[src/rtl/conv_pkg.sv]
// Types and constants shared by the row loader and the convolution layer.
package conv_pkg;

    localparam int unsigned IMG_ROWS = 6;
    localparam int unsigned IMG_COLS = 6;

    typedef logic [IMG_ROWS*IMG_COLS-1:0] frame_t;

    typedef enum logic [1:0] {
        FILL,
        FULL,
        SEND
    } load_state_t;

endpackage

[src/rtl/sync_edge_detect.sv]
// Synchroniser + optional debouncer + registered rising-edge pulse for one async level.
// Debouncer included when MATRIX_ROW_LOADER_DEBOUNCE_EN is defined.
module sync_edge_detect #(
    parameter int unsigned SYNC_STAGES     = 2,
    parameter int unsigned DEBOUNCE_CYCLES = 1024
) (
    input  logic clk,
    input  logic rst_n,
    input  logic async_in,
    output logic pulse
);

    logic [SYNC_STAGES-1:0] sync_q;
    logic                   level;
    logic                   level_q;

    if (SYNC_STAGES < 2 || DEBOUNCE_CYCLES < 1) begin : g_bad_cfg
        $error("sync_edge_detect: SYNC_STAGES must be >= 2 and DEBOUNCE_CYCLES >= 1");
    end

    always_ff @(posedge clk or negedge rst_n) begin
        if (!rst_n) begin
            sync_q <= '0;
        end else begin
            sync_q <= {sync_q[SYNC_STAGES-2:0], async_in};
        end
    end

`ifdef MATRIX_ROW_LOADER_DEBOUNCE_EN
    localparam int unsigned DB_W = $clog2(DEBOUNCE_CYCLES + 1);

    logic [DB_W-1:0] db_cnt;
    logic            db_level;

    // Counter runs only while the raw level disagrees with the debounced one.
    always_ff @(posedge clk or negedge rst_n) begin
        if (!rst_n) begin
            db_cnt   <= '0;
            db_level <= 1'b0;
        end else if (sync_q[SYNC_STAGES-1] == db_level) begin
            db_cnt <= '0;
        end else if (db_cnt == DB_W'(DEBOUNCE_CYCLES - 1)) begin
            db_level <= sync_q[SYNC_STAGES-1];
            db_cnt   <= '0;
        end else begin
            db_cnt <= db_cnt + 1'b1;
        end
    end

    always_comb level = db_level;
`else
    always_comb level = sync_q[SYNC_STAGES-1];
`endif

    always_ff @(posedge clk or negedge rst_n) begin
        if (!rst_n) begin
            level_q <= 1'b0;
            pulse   <= 1'b0;
        end else begin
            level_q <= level;
            pulse   <= level & ~level_q;
        end
    end

endmodule

[src/rtl/matrix_row_loader.sv]
// Captures a ROWS x COLS binary image row by row from switches and hands it downstream via valid/ready.
// Optional input debouncing: define MATRIX_ROW_LOADER_DEBOUNCE_EN.
module matrix_row_loader
    import conv_pkg::*;
#(
    parameter int unsigned ROWS            = IMG_ROWS,
    parameter int unsigned COLS            = IMG_COLS,
    parameter int unsigned SYNC_STAGES     = 2,
    parameter int unsigned DEBOUNCE_CYCLES = 1024
) (
    input  logic                       clk,
    input  logic                       rst_n,
    input  logic [COLS-1:0]            row_bits,
    input  logic                       row_strobe,
    input  logic                       load_req,
    input  logic                       err_clr,
    output logic [ROWS*COLS-1:0]       frame_data,
    output logic                       frame_valid,
    input  logic                       frame_ready,
    output logic [$clog2(ROWS+1)-1:0]  row_count,
    output logic                       overflow,
    output logic                       underrun
);

    localparam int unsigned CNT_W = $clog2(ROWS + 1);
    localparam logic [CNT_W-1:0] LAST_ROW = CNT_W'(ROWS - 1);
    localparam logic [CNT_W-1:0] ALL_ROWS = CNT_W'(ROWS);

    load_state_t     state;
    load_state_t     state_next;
    logic            strobe_pulse;
    logic            load_pulse;
    logic            ovf_set;
    logic            unr_set;
    logic [COLS-1:0] rows_q   [ROWS];
    // One stage longer than the synchroniser so data lines up with the registered strobe pulse.
    logic [COLS-1:0] bits_pipe[SYNC_STAGES+1];

    sync_edge_detect #(
        .SYNC_STAGES    (SYNC_STAGES),
        .DEBOUNCE_CYCLES(DEBOUNCE_CYCLES)
    ) u_strobe_sync (
        .clk     (clk),
        .rst_n   (rst_n),
        .async_in(row_strobe),
        .pulse   (strobe_pulse)
    );

    sync_edge_detect #(
        .SYNC_STAGES    (SYNC_STAGES),
        .DEBOUNCE_CYCLES(DEBOUNCE_CYCLES)
    ) u_load_sync (
        .clk     (clk),
        .rst_n   (rst_n),
        .async_in(load_req),
        .pulse   (load_pulse)
    );

    always_ff @(posedge clk or negedge rst_n) begin
        if (!rst_n) begin
            for (int unsigned i = 0; i <= SYNC_STAGES; i++) bits_pipe[i] <= '0;
        end else begin
            bits_pipe[0] <= row_bits;
            for (int unsigned i = 1; i <= SYNC_STAGES; i++) bits_pipe[i] <= bits_pipe[i-1];
        end
    end

    always_ff @(posedge clk or negedge rst_n) begin
        if (!rst_n) begin
            state <= FILL;
        end else begin
            state <= state_next;
        end
    end

    always_comb begin
        state_next = state;
        unique case (state)
            FILL:    if (strobe_pulse && row_count >= LAST_ROW) state_next = FULL;
            FULL:    if (load_pulse) state_next = SEND;
            SEND:    if (frame_valid && frame_ready) state_next = FILL;
            default: state_next = FILL;
        endcase
    end

    always_comb begin
        frame_valid = (state == SEND);
        ovf_set     = strobe_pulse && (state != FILL);
        unr_set     = load_pulse && (state == FILL);
    end

    // Error set takes priority over a coincident err_clr.
    always_ff @(posedge clk or negedge rst_n) begin
        if (!rst_n) begin
            for (int unsigned r = 0; r < ROWS; r++) rows_q[r] <= '0;
            row_count <= '0;
            overflow  <= 1'b0;
            underrun  <= 1'b0;
        end else begin
            overflow <= ovf_set | (overflow & ~err_clr);
            underrun <= unr_set | (underrun & ~err_clr);
            if (state == FILL && strobe_pulse && row_count < ALL_ROWS) begin
                rows_q[row_count] <= bits_pipe[SYNC_STAGES];
                row_count         <= row_count + 1'b1;
            end else if (state == SEND && frame_valid && frame_ready) begin
                for (int unsigned r = 0; r < ROWS; r++) rows_q[r] <= '0;
                row_count <= '0;
            end
        end
    end

    always_comb begin
        frame_data = '0;
        for (int unsigned r = 0; r < ROWS; r++) frame_data[r*COLS +: COLS] = rows_q[r];
    end

endmodule

[config.mk]
export PLATFORM = sky130hd
export DESIGN_NAME = matrix_row_loader
export DESIGN_NICKNAME = d
export VERILOG_FILES = /design/src/rtl/conv_pkg.sv /design/src/rtl/sync_edge_detect.sv /design/src/rtl/matrix_row_loader.sv
export SDC_FILE = /design/constraint.sdc
export NUM_CORES = 1
export LEC_CHECK = 0
export CORE_MARGIN = 4
export CORE_UTILIZATION = 54
export DETAILED_ROUTE_END_ITERATION = 12
export PLACE_DENSITY = 0.95
export SLEW_MARGIN = 20
export SYNTH_ARGS = -nofsm -noshare
export SYNTH_HDL_FRONTEND = slang
export SYNTH_HIERARCHICAL = 1
export SYNTH_SLANG_ARGS = --single-unit
[constraint.sdc]
create_clock -name clk -period 3.52 [get_ports clk]
set_input_delay 0.88 -clock clk [delete_from_list [all_inputs] [get_ports clk]]
set_output_delay 0.88 -clock clk [all_outputs]
set_load 0.05 [all_outputs]
==> impl_metrics.ini <==
[global_route]
antenna_found_initial = 0
grt_pass1_wl_microns = 8211
use_met1 = 0.2338
busiest_layer = met2
grt_max_degree = 70
grt_use_met3 = 0.04408
gr-total-overflow = 0
track_usage = 0.1758
globalRouteMet2Util = 0.2680
grt_pass1_vias = 1656

[layout]
fin_area_sq_mm = 0.003363
n_antenna_cell = 0
area_delta_synth_final_pct = 27.88
final_util = 0.7121
mostFrequentLayoutCells = dfrtp_1, clkdlybuf4s50_1, nand2_1
fin_nets = 266
final_common_cell = dfrtp_1
multi_input_area_sq_um = 797.0
n_fill_cell = 314
final_layout_size_suffix_gt1_frac = 0.1055
area.sequential_sq_mm = 0.001727

[cts]
cts-buffers-inserted = 9
clkTransAtPathRegs_ns = 0.07
ctsHtreeMaxLevel = 3
insertion_delay_ns = 0.33
hold_buffers = 0
cts_sinks = 69
cts_buffer_depth = 2
cts-root-buf = clkbuf_8
postCtsSetupBuffers = 0
cts_tree = yes
cts.repair.resized = 0

[run]
cap_violations = 0

[power]
switching_share = 0.4457
clkPwrFrac = 0.170
share_comb_of_total_power = 0.466
power_frac_seq = 0.364
p_leak_uw = 0.001760
finalPower_uw = 3355
p_sw_uw = 1495
peakVddDrop_mv = 0.4836
p_int_uw = 1860
cellPowerDensity_mw_per_mm2 = 997.6

[yosys]
yosysWarnings = 6
synth-async-reset-ratio = 1.000
synth_edf_count = 0
ys_seq_elements = 69
postSynthCellCount = 196
synth_flop_cell = dfrtp_1
synth.distinct_cells = 28
postSynthAreaPerCell_sq_um = 13.42
synth.net_count = 210
ys_seq_area_frac = 0.6565
synth.cell_area_sq_mm = 0.002630

[detailed_routing]
drcViolationCount = 0
drtIter0Drc = 128
drtAntennaViolNets = 0
viasPerCell = 5.037
wl_per_cell_microns = 14.75
drt-total-wl_microns = 4765
vias = 1627
dr.pass1.iters = 5

[setup_path]
cp_top_family = buffers and inverters
crit_chain = nor2b_1, clkdlybuf4s50_1
cp_data_arrival_time_ns = 1.97
worstPathRequired_ns = 2.64
crit_buf_inv = 1
slowest_delay_ns = 0.83
slowest_stage = clkdlybuf4s50_1
crit_path_start_kind = flip-flop
crit_fanout = 10
ff2ff_setup_slack_ns = 1.60
cp-end-kind = output port
crit_type = flip-flop to output port

[outcome]
status = finished clean

[timing]
relSlewSlack = 0.4575
fmax_mhz = 350.3
tightest_slew_ns = 0.8137
rsz0062_at_grt = false
fin_crit_sh = 0.8110
setup_viol = 0
fin_crit_ns = 2.855
slew_violations = 0
timing.hold.ws_ns = 0.3475
finClkSkew_ns = 0.01054
finalHoldViolations = 0
setup_tns_ns = 0

[placement]
gp_congestion = 0.7852
port_buffers = 53
post_dp_cell_area_sq_mm = 0.003186
dp_hpwl_microns = 3334

[die]
io_pins = 54
die_x_microns = 77.79
core_sq_mm = 0.004723
die_h_microns = 77.79
row_count = 25
die_area_sq_mm = 0.006051
initial_core_util = 0.5568

[min_path]
hold_path.class = flip-flop to flip-flop
## cell families after synthesis
family,share of synthesized area
compound gates,0.01951
simple gates,0.1289
flops,0.6565
fa+ha+maj,0.009513
buf+inv,0.04044
mux,0.1451
## power groups by stage
stage	Clock (uW)	Combinational (uW)	Sequential (uW)
after floorplan	0	423	1860
after global placement	0	1530	1230
after detailed placement	0	1570	1240
after CTS	576	1580	1220
after global routing	617	1660	1260
final	571	1560	1220
## through the flow
step | setup slack, ns | std cells
after global routing | 0.6130 | 323
after floorplan | 1.399 | 196
after global placement | 0.9489 | 308
final | 0.6653 | 323
after CTS | 0.6602 | 323
after detailed placement | 0.9339 | 308
## path summary, 6_finish.rpt
| check | from | to | cells past startpoint |
|---|---|---|---|
| worst max-delay path | state[1]$_DFFE_PN0P_ | frame_valid | 2 |
| worst min-delay path | bits_pipe[11]$_DFF_PN0_ | bits_pipe[5]$_DFF_PN0_ | 0 |
| worst max register to register | state[1]$_DFFE_PN0P_ | frame_data[20]$_DFFE_PN0P_ | 4 |
| worst min register to register | bits_pipe[11]$_DFF_PN0_ | bits_pipe[5]$_DFF_PN0_ | 0 |
| max in group asynchronous | rst_n | bits_pipe[4]$_DFF_PN0_ | 2 |
| min in group asynchronous | rst_n | u_load_sync/sync_q[0]$_DFF_PN0_ | 2 |
## Yosys cell counts (all sizes together) (2+ instances only)
cell   count  area share
nor2       2      0.0029
nor4b      2       0.012
dfrtp     69        0.66
o21ai      4      0.0076
ha         2      0.0095
nand2     43       0.063
buf        9       0.025
nand3      3      0.0095
nor2b      4       0.015
mux2i     37        0.14
inv       10       0.014
## sequential cells by signal, indices dropped and copies added (netlist names)
| name | count |
|---|---|
| u_load_sync/sync_q | 2 |
| u_load_sync/level_q | 1 |
| u_strobe_sync/sync_q | 2 |
| state | 2 |
| row_count | 3 |
| bits_pipe | 18 |
| u_strobe_sync/level_q | 1 |
| overflow | 1 |
| u_load_sync/pulse | 1 |
| underrun | 1 |
| u_strobe_sync/pulse | 1 |
| frame_data | 36 |
## final cells by class
type                    instances  area share
clock buffers                  14     0.05134
clock inverters                 1    0.001488
inverters                      10     0.01116
multi-input cells             107      0.2370
flip-flops and latches         69      0.5134
well taps                      67     0.02493
repair buffers                 55      0.1607
## per-layer routing
| layer | up-vias | part of all wire |
|---|---|---|
| li1 | 760 | - |
| met1 | 796 | 0.43 |
| met2 | 58 | 0.49 |
| met3 | 13 | 0.055 |
| met4 | 0 | 0.020 |
| met5 | - | 0 |
Note: power is estimated with default switching activity, not from simulation.
